## config.mk

```make
export PLATFORM = sky130hd
export DESIGN_NAME = sdram_phase_sweep_flat
export DESIGN_NICKNAME = d
export VERILOG_FILES = /design/src/rtl/sdram_phase_sweep_if.sv /design/src/rtl/sdram_phase_sweep.sv /design/src/flat_wrapper.sv
export SDC_FILE = /design/constraint.sdc
export NUM_CORES = 1
export LEC_CHECK = 0
export BUFFER_PORTS_ARGS = -buffer_cell sky130_fd_sc_hd__buf_4
export CORE_ASPECT_RATIO = 0.7
export CORE_MARGIN = 3
export CORE_UTILIZATION = 45
export DETAILED_ROUTE_END_ITERATION = 6
export HOLD_SLACK_MARGIN = 0.05
export PLACE_DENSITY = 0.72
export SYNTH_ARGS = -nofsm -noshare
export SYNTH_HDL_FRONTEND = slang
export SYNTH_SLANG_ARGS = --single-unit
```

## constraint.sdc

```tcl
create_clock -name clk -period 6.2 [get_ports clk]
set_clock_uncertainty 0.05 [all_clocks]
set_input_delay 1.24 -clock clk [delete_from_list [all_inputs] [get_ports clk]]
set_output_delay 1.24 -clock clk [all_outputs]
set_load 0.05 [all_outputs]
```

## src/rtl/sdram_phase_sweep_if.sv

```systemverilog
// sdram_phase_sweep_if: control/status bundle between the memtest top and
// the SDRAM PLL phase calibrator.
interface sdram_phase_sweep_if #(
  parameter int STEPS = 64
);
  logic             start;
  logic [31:0]      failcount;
  logic             phasedir;
  logic             phasestep;
  logic             phaseloadreg;
  logic             busy;
  logic             done;
  logic             fail;
  logic [7:0]       phase;
  logic [STEPS-1:0] pass_map;
  logic [7:0]       best_len;

  modport master (
    output start, failcount,
    input  phasedir, phasestep, phaseloadreg,
    input  busy, done, fail, phase, pass_map, best_len
  );

  modport slave (
    input  start, failcount,
    output phasedir, phasestep, phaseloadreg,
    output busy, done, fail, phase, pass_map, best_len
  );
endinterface

```

## src/rtl/sdram_phase_sweep.sv

```systemverilog
// sdram_phase_sweep: sweeps SDRAM PLL phase, parks mid longest pass window.
// Define SDRAM_PHASE_SWEEP_WRAP_EN to detect windows across the 360 deg wrap.
module sdram_phase_sweep #(
  parameter int STEPS     = 64,
  parameter int STEP_HOLD = 4,
  parameter int SETTLE    = 1024,
  parameter int WINDOW    = 1000000
) (
  input  logic               clk,
  input  logic               rst_n,
  sdram_phase_sweep_if.slave bus
);
  localparam int IW = $clog2(STEPS);
`ifdef SDRAM_PHASE_SWEEP_WRAP_EN
  localparam int SCAN = 2 * STEPS;
`else
  localparam int SCAN = STEPS;
`endif
  localparam logic [7:0]    LAST      = 8'(STEPS - 1);
  localparam logic [7:0]    FULL      = 8'(STEPS);
  localparam logic [IW-1:0] PLAST     = IW'(STEPS - 1);
  localparam logic [8:0]    SCAN_LAST = 9'(SCAN - 1);
  localparam logic [8:0]    NSTEP     = 9'(STEPS);

  typedef enum logic [3:0] {
    S_IDLE, S_PULSE_HI, S_PULSE_LO, S_SETTLE, S_SNAP,
    S_MEASURE, S_ANALYZE, S_MOVE, S_DONE
  } state_t;

  state_t           state, state_nxt;
  logic [31:0]      cnt, f0;
  logic [7:0]       idx, phase, best_len, cur_len;
  logic [IW-1:0]    pos, cur_start, best_start;
  logic [8:0]       scan;
  logic             moving, fail, accept;
  logic [STEPS-1:0] pass_map;
  logic [7:0]       nlen, target;
  logic [IW-1:0]    nstart;
  logic [8:0]       tsum;

  function automatic logic [31:0] dur(input state_t s);
    case (s)
      S_PULSE_HI, S_PULSE_LO: dur = 32'(STEP_HOLD - 1);
      S_SETTLE:               dur = 32'(SETTLE - 1);
      S_MEASURE:              dur = 32'(WINDOW - 1);
      default:                dur = '0;
    endcase
  endfunction

  always_comb begin
    state_nxt = state;
    accept    = 1'b0;
    unique case (state)
      S_IDLE, S_DONE:
        if (bus.start) begin
          accept    = 1'b1;
          state_nxt = S_SETTLE;
        end
      S_PULSE_HI:
        if (cnt == 32'd0) state_nxt = S_PULSE_LO;
      S_PULSE_LO:
        if (cnt == 32'd0) state_nxt = moving ? S_MOVE : S_SETTLE;
      S_SETTLE:
        if (cnt == 32'd0) state_nxt = S_SNAP;
      S_SNAP:
        state_nxt = S_MEASURE;
      S_MEASURE:
        if (cnt == 32'd0)
          state_nxt = (idx == LAST) ? S_ANALYZE : S_PULSE_HI;
      S_ANALYZE:
        if (scan == SCAN_LAST) state_nxt = S_MOVE;
      S_MOVE:
        state_nxt = (phase == target) ? S_DONE : S_PULSE_HI;
      default:
        state_nxt = S_IDLE;
    endcase
  end

  // Run tracking: length saturates so an all-pass wrap scan stays at STEPS.
  always_comb begin
    nlen   = 8'd0;
    nstart = (cur_len == 8'd0) ? pos : cur_start;
    if (pass_map[pos])
      nlen = (cur_len == FULL) ? FULL : cur_len + 8'd1;
    tsum   = 9'(best_start) + 9'(best_len[7:1]);
    target = (tsum >= NSTEP) ? 8'(tsum - NSTEP) : tsum[7:0];
  end

  always_ff @(posedge clk) begin
    if (!rst_n) begin
      state      <= S_IDLE;
      cnt        <= '0;
      f0         <= '0;
      idx        <= '0;
      phase      <= '0;
      best_len   <= '0;
      cur_len    <= '0;
      pos        <= '0;
      cur_start  <= '0;
      best_start <= '0;
      scan       <= '0;
      moving     <= 1'b0;
      fail       <= 1'b0;
      pass_map   <= '0;
    end else begin
      state <= state_nxt;
      if (state_nxt != state) cnt <= dur(state_nxt);
      else if (cnt != 32'd0)  cnt <= cnt - 32'd1;
      if (accept) begin
        idx      <= '0;
        pass_map <= '0;
        best_len <= '0;
        fail     <= 1'b0;
        moving   <= 1'b0;
      end
      if (state == S_PULSE_LO && cnt == 32'd0)
        phase <= (phase == LAST) ? 8'd0 : phase + 8'd1;
      if (state == S_SNAP) f0 <= bus.failcount;
      if (state == S_MEASURE && cnt == 32'd0) begin
        pass_map[phase[IW-1:0]] <= (bus.failcount == f0);
        idx        <= idx + 8'd1;
        scan       <= '0;
        pos        <= '0;
        cur_len    <= '0;
        cur_start  <= '0;
        best_start <= '0;
        best_len   <= '0;
      end
      if (state == S_ANALYZE) begin
        scan      <= scan + 9'd1;
        pos       <= (pos == PLAST) ? '0 : pos + IW'(1);
        cur_len   <= nlen;
        cur_start <= nstart;
        if (nlen > best_len) begin
          best_len   <= nlen;
          best_start <= nstart;
        end
      end
      if (state == S_MOVE) begin
        moving <= 1'b1;
        if (phase == target) fail <= (best_len == 8'd0);
      end
    end
  end

  assign bus.phasedir     = 1'b0;
  assign bus.phaseloadreg = 1'b0;
  assign bus.phasestep    = (state == S_PULSE_HI);
  assign bus.busy         = (state != S_IDLE) && (state != S_DONE);
  assign bus.done         = (state == S_DONE);
  assign bus.fail         = fail;
  assign bus.phase        = phase;
  assign bus.pass_map     = pass_map;
  assign bus.best_len     = best_len;
endmodule

```

## src/flat_wrapper.sv

```systemverilog
// flat-port wrapper written by rule: the top's interface ports become plain ports
module sdram_phase_sweep_flat 
#(
  parameter int STEPS     = 64,
  parameter int STEP_HOLD = 4,
  parameter int SETTLE    = 1024,
  parameter int WINDOW    = 1000000
)
  (clk, rst_n, bus_start, bus_failcount, bus_phasedir, bus_phasestep, bus_phaseloadreg, bus_busy, bus_done, bus_fail, bus_phase, bus_pass_map, bus_best_len);
  sdram_phase_sweep_if #(.STEPS(STEPS)) bus_i ();
  input  logic clk;
  input  logic rst_n;
  input wire logic [$bits(bus_i.start)-1:0] bus_start;
  input wire logic [$bits(bus_i.failcount)-1:0] bus_failcount;
  output wire logic [$bits(bus_i.phasedir)-1:0] bus_phasedir;
  output wire logic [$bits(bus_i.phasestep)-1:0] bus_phasestep;
  output wire logic [$bits(bus_i.phaseloadreg)-1:0] bus_phaseloadreg;
  output wire logic [$bits(bus_i.busy)-1:0] bus_busy;
  output wire logic [$bits(bus_i.done)-1:0] bus_done;
  output wire logic [$bits(bus_i.fail)-1:0] bus_fail;
  output wire logic [$bits(bus_i.phase)-1:0] bus_phase;
  output wire logic [$bits(bus_i.pass_map)-1:0] bus_pass_map;
  output wire logic [$bits(bus_i.best_len)-1:0] bus_best_len;
  assign bus_i.start = bus_start;
  assign bus_i.failcount = bus_failcount;
  assign bus_phasedir = bus_i.phasedir;
  assign bus_phasestep = bus_i.phasestep;
  assign bus_phaseloadreg = bus_i.phaseloadreg;
  assign bus_busy = bus_i.busy;
  assign bus_done = bus_i.done;
  assign bus_fail = bus_i.fail;
  assign bus_phase = bus_i.phase;
  assign bus_pass_map = bus_i.pass_map;
  assign bus_best_len = bus_i.best_len;
  sdram_phase_sweep #(.STEPS(STEPS), .STEP_HOLD(STEP_HOLD), .SETTLE(SETTLE), .WINDOW(WINDOW)) u_core (.clk(clk), .rst_n(rst_n), .bus(bus_i));
endmodule
```

=== Yosys cells after proc, flatten, opt, wreduce, memory -nomap -nowiden ===
Index checks and enable logic that the tools add are counted.

* Bits in registers: 193
* Input port bits: 35
* Output and inout port bits: 86

* $add $sub $neg: 8
* Magnitude comparators: 5
* Equal/unequal tests: 21
* Multiplexer cells: 50
* Reductions and logical operators: 16

{| class="wikitable"
|+ Operator list
! kind !! count
|-
| two-way mux 64 bit || 3
|-
| two-way mux 8 bit || 12
|-
| bitwise mux 64 bit || 1
|-
| two-way mux 32 bit || 2
|-
| one-hot mux 20 bit (3 select lines) || 1
|-
| two-way mux 6 bit || 8
|-
| equality test 32 bit || 1
|-
| logical NOT 32 bit || 1
|-
| one-hot mux 4 bit (8 select lines) || 1
|-
| nonzero test 32 bit || 1
|-
| subtractor 32 x 1 -> 32 bit, second input constant || 1
|-
| two-way mux 4 bit || 7
|-
| adder 8 x 1 -> 8 bit, second input constant || 3
|-
| equality test 4 x 3 -> 1 bit, second input constant || 5
|-
| two-way mux 9 bit || 2
|-
| equality test 4 x 2 -> 1 bit, second input constant || 4
|-
| equality test 8 x 6 -> 1 bit, second input constant || 2
|-
| logical NOT 8 bit || 2
|-
| less-than comparator 6 x 7 -> 1 bit, second input constant || 2
|-
| adder 9 x 1 -> 9 bit, second input constant || 1
|-
| equality test 9 x 6 -> 1 bit, second input constant || 1
|-
| greater-or-equal comparator 9 x 7 -> 1 bit, second input constant || 1
|-
| two-way mux 1 bit || 9
|-
| adder 6 x 7 -> 8 bit || 1
|-
| 19 further kinds || 28
|}

=== Longest topological paths before layout ===
Gate-level depths: netlist of run 1.

* Depth in word-level cells: 10
* Depth in mapped cells: 18
* Depth with buffers taken out: 15

=== Worst setup path before layout of run 1 ===
Ideal clock, no wire load.

* Path kind: flip-flop to flip-flop
* Start point: register u_core.pos[0]
* End point: register u_core.best_len[4], in the netlist u_core.bus.best_len[4]
* Library setup time: 128 ps
* Data arrival time: 4642 ps
* Required time: 6022 ps
* Path slack: 1380 ps
* Stages on the path, launching flop included: 19
* Buffers on the path: 4
* Cells stage by stage: dfxtp_1 > buf_2 > buf_2 > mux4_2 > mux4_2 > mux4_2 > o21ai_0 > buf_4 > nor2_1 > ha_1 > o21a_1 > o21a_1 > o21ai_0 > a21oi_1 > o31ai_1 > clkbuf_1 > a211oi_1 > a31oi_1 > nor2_1

* Word-level cells in the longest chain between the ends: 6

{| class="wikitable"
|+ Ends and longest elaborated chain
! element !! line !! source
|-
| start, declared || sdram_phase_sweep.sv:33 || <nowiki>logic [IW-1:0] pos, cur_start, best_start;</nowiki>
|-
| start signal, assigned || sdram_phase_sweep.sv:131 || <nowiki>pos <= (pos == PLAST) ? '0 : pos + IW'(1);</nowiki>
|-
| binary-select mux 1 bit (select 6 bit) * || sdram_phase_sweep.sv:83 || <nowiki>if (pass_map[pos])</nowiki>
|-
| two-way mux 1 bit (implied by the code) * || sdram_phase_sweep.sv:83 ||
|-
| two-way mux 8 bit * || sdram_phase_sweep.sv:83 ||
|-
| greater-than comparator 8 bit || sdram_phase_sweep.sv:134 || <nowiki>if (nlen > best_len) begin</nowiki>
|-
| two-way mux 8 bit * || sdram_phase_sweep.sv:134 ||
|-
| two-way mux 8 bit * || sdram_phase_sweep.sv:129 || <nowiki>if (state == S_ANALYZE) begin</nowiki>
|-
| end signal, assigned || sdram_phase_sweep.sv:135 || <nowiki>best_len <= nlen;</nowiki>
|-
| end, declared || sdram_phase_sweep.sv:32 || <nowiki>logic [7:0] idx, phase, best_len, cur_len;</nowiki>
|}

Every way passes the cells marked *; elsewhere a longest branch is shown, timed or not. The select of a mux whose other input is x is not followed.
A chain may end at the register's enable or synchronous reset.

=== Worst setup path after layout of run 1 ===
* Start point: register u_core.pos[0]
* End point: register u_core.best_len[3], in the netlist u_core.bus.best_len[3]

Same word-level chain as after synthesis.

==> results of run 1 <==
-- state kept, by name, summed over array words and instances, names as in the netlist, 4 cells and up --
| name | cells |
|---|---|
| u_core.bus.pass_map | 64 |
| u_core.cnt | 32 |
| u_core.f0 | 32 |
| u_core.scan | 9 |
| u_core.bus.best_len | 8 |
| u_core.bus.phase | 8 |
| u_core.cur_len | 8 |
| u_core.idx | 8 |
| u_core.best_start | 6 |
| u_core.cur_start | 6 |
| u_core.pos | 6 |
| u_core.state | 4 |
-- critical path: stages (launching register included) --
cell and delay, ns:
dfxtp_1 0.85, buf_4 0.31, mux4_2 0.53, mux4_2 0.49
mux4_2 0.52, o21ai_0 0.10, buf_4 0.21, nand2b_1 0.14
ha_1 0.15, nor2b_1 0.05, o21a_1 0.16, o21a_1 0.16
o21ai_0 0.17, a21oi_1 0.11, o31ai_2 0.21, buf_4 0.30
a211oi_1 0.08, a31oi_1 0.15, nor2_1 0.05
-- stage by stage --
stage / setup WS [ns] / hold slack, ns / instance area [um2]
5_1_grt: 0.8507 / 0.4315 / 11980
2_1_floorplan: 1.380 / 0.3829 / 10390
6_report: 1.283 / 0.4096 / 11980
4_1_cts: 1.261 / 0.4142 / 11980
3_3_place_gp: 1.426 / 0.3994 / 11380
3_5_place_dp: 1.271 / 0.4061 / 11380
-- power groups by stage --
stage          sequential (mW)  clock [mW]  combinational, mW
2_1_floorplan             1.47           0               1.18
3_3_place_gp              1.50           0               1.40
3_5_place_dp              1.51           0               1.42
4_1_cts                   1.48        1.17               1.44
5_1_grt                   1.50        1.22               1.60
6_report                  1.49        1.15               1.45
-- final timing paths --
path                                            startpoint                                end  depth (start not counted)
worst max-delay path            u_core.pos[0]$_SDFFE_PN0P_  u_core.bus.best_len[3]$_SDFF_PN0_                         18
worst max register to register  u_core.pos[0]$_SDFFE_PN0P_  u_core.bus.best_len[3]$_SDFF_PN0_                         18
worst min-delay path            u_core.moving$_SDFFE_PN0P_         u_core.moving$_SDFFE_PN0P_                          2
worst min register to register  u_core.moving$_SDFFE_PN0P_         u_core.moving$_SDFFE_PN0P_                          2
-- cell type report --
cell class / count / area [um2] / share of cell area [%]
clock buffer: 18 / 429.2 / 3.583
clock inverter: 13 / 171.4 / 1.431
inverter: 22 / 85.08 / 0.7103
multi-input combinational: 959 / 6048 / 50.50
sequential: 193 / 3864 / 32.26
tap: 305 / 381.6 / 3.186
timing repair buffer: 133 / 998.5 / 8.336
-- synth_stat cells, drive strengths merged (21+ instances only) --
library cell	n	area share, %
o211ai	32	2.3
nand3	92	4.4
nand4	28	1.7
a21oi	156	7.6
mux4	21	4.6
nand2	130	4.8
or3	32	1.9
inv	22	0.79
dfxtp	193	37
nor3	25	1.2
ha	24	2.9
clkbuf	79	2.9
xor2	21	1.8
nor2	115	4.2
o21ai	34	1.6
xnor2	57	4.8
-- cell families after synthesis --
| family | Yosys count |
|---|---|
| simple gates | 537 |
| compound gates | 284 |
| flops | 193 |
| buf+inv | 120 |
| xor+xnor | 79 |
| mux | 32 |
| fa+ha+maj | 25 |
| other cells | 1 |
-- per-layer routing --
layer / vias to the layer above / global-route usage (%) / part of all wire [%]
li1: 4662 / - / -
met5: - / 0 / 0
met2: 488 / 33.96 / 42
met4: 0 / 6.164 / 1.7
met1: 4624 / 34.56 / 45
met3: 56 / 8.101 / 11
==> results.cfg, run 1 <==
[timing]
setup-tns-final_ns = 0
max-slew-margin-rel_pct = 18.94
tightestPinTransition_ns = 1.213
finalHoldViolCount = 0
finalCritPeriodShare_pct = 79.30
rsz0062_at_grt = no
fmax_mhz = 203.4
setup-violations-final = 0
final_period_minus_worst_setup_slack_ns = 4.917
timing.final.max_slew_violations = 0

[run]
max_cap_viol_count = 0

[setup_path]
worst-endpoint-required_ns = 6.45
reg2reg_setup_slack_ns = 1.28
worst-path-max-fanout = 28
setup.worst_path.start_class = register
timing.critical_path.arrival_ns = 5.17
endpoint_kind = register
path_type_of_the_worst_setup_path = reg2reg

[min_path]
timing.hold.worst.class = reg2reg

[logic_synthesis]
synthDistinctLibCells = 65
synth_top_family_by_area = simple AND/OR/NAND/NOR gates
syn_area_per_cell_um2 = 8.175
post_synth_xor_area_fraction_pct = 6.792
number_of_enable_flip_flop_cells_after_synthesis = 0
synthSimpleGateAreaFrac_pct = 26.29
synthAdderAreaFrac_pct = 3.083
synth-warning-count = 0
async_flop_share_pct = 0
sequential_element_share_of_the_synthesized_area_pct = 37.19
postSynthRegisterBits = 193
synthesis.area_um2 = 10390
synth_compound_area_share_pct = 16.12
postSynthCellCount = 1271
synth_mux_area_share_pct = 5.624
yosys_most_used_dff = dfxtp_1

[route]
vias_per_cell = 5.983
routed_wirelength_um = 30240
dr.first_iter.drc_count = 1003
post-route-drc-count = 0
vias = 9830
wl_per_cell_um = 18.41
detail-route-antenna-nets = 0
drtPass1Iterations = 5

[final_layout]
layout-drive-gt1-share_pct = 16.22
area.growth.synth_to_final_pct = 15.28
final_cell_mix = 193 x dfxtp_1, 155 x a21oi_1, 133 x buf_4
utilization_pct = 53.99
filler_cell_count = 2062
layout.cells.most_common = dfxtp_1
final_cell_count_no_fill = 1643
antenna-diode-count = 0
finish.net_count = 1386

[pwr]
max-vdd-ir-drop_uv = 214.9
power_per_cell_area_nw_per_um2 = 341.0
power.internal_mw = 2.494
leakagePower_nw = 4.314
power_switching_share_pct = 38.94
power_mw = 4.084
clock_power_share_pct = 28.1
p_sw_mw = 1.590
seq_power_share_pct = 36.4
combinational_group_share_of_total_power_pct = 35.5

[status]
outcome = completed

[grt]
grt_pass1_wl_um = 48490
antenna_found_initial = 0
grt-ovfl-total = 0
global_route.usage.total_pct = 23.88
maximum_number_of_pins_on_one_net_before_global_route_repair = 88
first_global_vias = 8975

[clock_tree]
tritoncts = built
clk_pin_slew_ns = 0.07
worstSkewPairLatency_ns = 0.44
cts_inserted_buffers = 17
htreeDepth = 4
cts-root-to-sink-buffers = 2
ctsRootBufferMaster = clkbuf_16
clkSinkCount = 193
hold_buffers = 0
cts_post_setup_buffers_inserted = 0
ctsResizeCount = 0

[floorplan]
die_w_um = 187.6
rows = 45
chipHeight_um = 133.1
initial_core_util_pct = 46.84
dieArea_um2 = 24980
fp.coreArea_um2 = 22180
io_pins = 121

[placed_design]
place.gp.congestion = 0.8921
place_hpwl_um = 21030
portBuffers = 118
numPlacedInstances = 1612
(Power assumes the default switching activity.)
==> run 2, diff against run 1 <==
--- a/config.mk
+++ b/config.mk
@@ -11,7 +11,7 @@
 export CORE_UTILIZATION = 45
 export DETAILED_ROUTE_END_ITERATION = 6
 export HOLD_SLACK_MARGIN = 0.05
-export PLACE_DENSITY = 0.72
+export PLACE_DENSITY = 0.75
 export SYNTH_ARGS = -nofsm -noshare
 export SYNTH_HDL_FRONTEND = slang
 export SYNTH_SLANG_ARGS = --single-unit
==> constraint.sdc (replaced) <==
create_clock -name clk -period 4.2 [get_ports clk]
set_clock_uncertainty 0.05 [all_clocks]
set_input_delay 0.84 -clock clk [delete_from_list [all_inputs] [get_ports clk]]
set_output_delay 0.84 -clock clk [all_outputs]
set_load 0.05 [all_outputs]
==> results.cfg, run 2 (synthesis gave the netlist of run 1 again) <==
[status]
outcome = finished, violations left
violations = setup timing

[setup_path]
cpPeakStageDelay_ns = 0.57
timing.critical_path.slowest_stage_cell = mux4_2
worst-path-max-fanout = 8
timing.critical_path.cells = buf_12 -> mux4_2 -> mux4_2 -> mux4_2 -> o21ai_4 -> nand2b_4 -> ha_4 -> nor2b_4 -> o21a_1 -> o21a_1 -> o21ai_1 -> a21oi_1 -> o31ai_2 -> buf_4 -> a211oi_1 -> a31oi_1 -> nor2_1
cp_num_buf_inv = 2
worst-endpoint-required_ns = 4.47
path_type_of_the_worst_setup_path = reg2reg
critPathMostFrequentCell = mux4_2
timing.critical_path.arrival_ns = 4.50
endpoint_kind = register
setup.worst_path.start_class = register
crit_family = multiplexers

[final_layout]
most_flops_register = u_core.bus.pass_map
layout.cell_area.non_filler_um2 = 12330
layout.cells.most_common = dfxtp_1
layout-drive-gt1-share_pct = 18.81
multi_input_comb_area_um2 = 6116
finish.net_count = 1413
largest_reg_flops = 64
layout_top_registers = u_core.bus.pass_map x64, u_core.cnt x32, u_core.f0 x32
filler_cell_count = 2023
antenna-diode-count = 0
area.growth.synth_to_final_pct = 18.64
sequential_cell_area_um2 = 3867
final_cell_mix = 192 x dfxtp_1, 155 x a21oi_1, 152 x buf_4

[route]
dr.first_iter.drc_count = 1184
m1WireLength_um = 13680
vias_per_cell = 5.930
routed_wirelength_um = 30320
wl_per_cell_um = 18.14
vias = 9909
post-route-drc-count = 0
top_signal_layer_used = met4
dr_wl_met2_um = 12970
route.met3.wl_um = 3118
detail-route-antenna-nets = 0
drtPass1Iterations = 5

[pwr]
leakagePower_nw = 4.498
max-vdd-ir-drop_uv = 298.5
power_per_cell_area_nw_per_um2 = 489.2
power_mw = 6.030

[clock_tree]
clkSinkCount = 193
cts-root-to-sink-buffers = 2
tritoncts = built
cts_inserted_buffers = 17
worstSkewPairLatency_ns = 0.45
clk_pin_slew_ns = 0.08
hold_buffers = 0
ctsRootBufferMaster = clkbuf_16
htreeDepth = 4

[run]
max_cap_viol_count = 0

[timing]
timing.final.max_slew_violations = 0
max-slew-margin-rel_pct = 27.13
layout_setup_ws_ns = -0.02868
final_period_minus_worst_setup_slack_ns = 4.229
finalCritPeriodShare_pct = 100.7
fin_worst_hold_slack_ns = 0.4189
finalHoldViolCount = 0
setup-violations-final = 1
fmax_mhz = 236.5
tightestPinTransition_ns = 1.091
rsz0062_at_grt = yes

[placed_design]
place.gp.congestion = 0.8932
portBuffers = 118
placed_cell_area_um2 = 11560
place_hpwl_um = 21170

[floorplan]
die_w_um = 187.6
rows = 45
chipHeight_um = 133.1
fp.coreArea_um2 = 22180
dieArea_um2 = 24980
io_pins = 121
initial_core_util_pct = 46.84

[grt]
antenna_found_initial = 0
grt-ovfl-total = 0
global_route.usage.total_pct = 23.77
first_global_vias = 9196
maximum_number_of_pins_on_one_net_before_global_route_repair = 77
grt_pass1_wl_um = 48900

[min_path]
timing.hold.worst.class = reg2reg
[run 2: power breakdown]
part	switching [mW]	internal [mW]
clock network	0.835	0.812
registers	0.190	2.00
logic	1.36	0.838
[run 2: timing repair]
| action | CTS | global route |
|---|---|---|
| buffers inserted | 1 | 5 |
| gates cloned | 2 | 0 |
| pin swaps | 4 | 4 |
| setup endpoints to repair | 4 | 15 |
| gates resized for setup | 10 | 9 |
| hold endpoints to repair | 0 | 0 |
[run 2: metrics by stage]
step / utilization [%] / instances / worst slack (ns) / setup TNS [ns]
2_1_floorplan: - / 1272 / 0.006056 / 0
3_3_place_gp: 52.12 / 1631 / 0.08968 / 0
3_5_place_dp: 52.12 / 1631 / -0.02524 / -0.04604
4_1_cts: 55.19 / 1666 / 0.006094 / 0
5_1_grt: 55.57 / 1671 / -0.08254 / -0.5571
6_report: 55.57 / 1671 / -0.02868 / -0.02868
[run 2: worst min-delay path, stage by stage (launching register included)]
cell	delay, ns
dfxtp_1	0.32
nand2_1	0.05
a21oi_1	0.05
[run 2: cell type report]
| type | instances | share of cell area (%) |
|---|---|---|
| inverter | 22 | 0.6902 |
| sequential | 193 | 31.37 |
| timing repair buffer | 160 | 10.28 |
| clock inverter | 15 | 1.492 |
| multi-input combinational | 959 | 49.61 |
| clock buffer | 17 | 3.451 |
| tap | 305 | 3.096 |
[run 2: worst paths after layout]
path         cells past startpoint                  startpoint  slack [ns]                                 to
max                             17  u_core.pos[0]$_SDFFE_PN0P_       -0.03  u_core.bus.best_len[4]$_SDFF_PN0_
min                              2  u_core.f0[12]$_SDFFE_PN0P_        0.42         u_core.f0[12]$_SDFFE_PN0P_
max reg2reg                     17  u_core.pos[0]$_SDFFE_PN0P_       -0.03  u_core.bus.best_len[4]$_SDFF_PN0_
min reg2reg                      2  u_core.f0[12]$_SDFFE_PN0P_        0.42         u_core.f0[12]$_SDFFE_PN0P_
[run 2: metal layers]
layer | vias to the layer above | GRT usage, %
li1 | 4725 | -
met1 | 4674 | 33.90
met2 | 460 | 34.35
met3 | 50 | 8.101
met4 | 0 | 6.289
met5 | - | 0
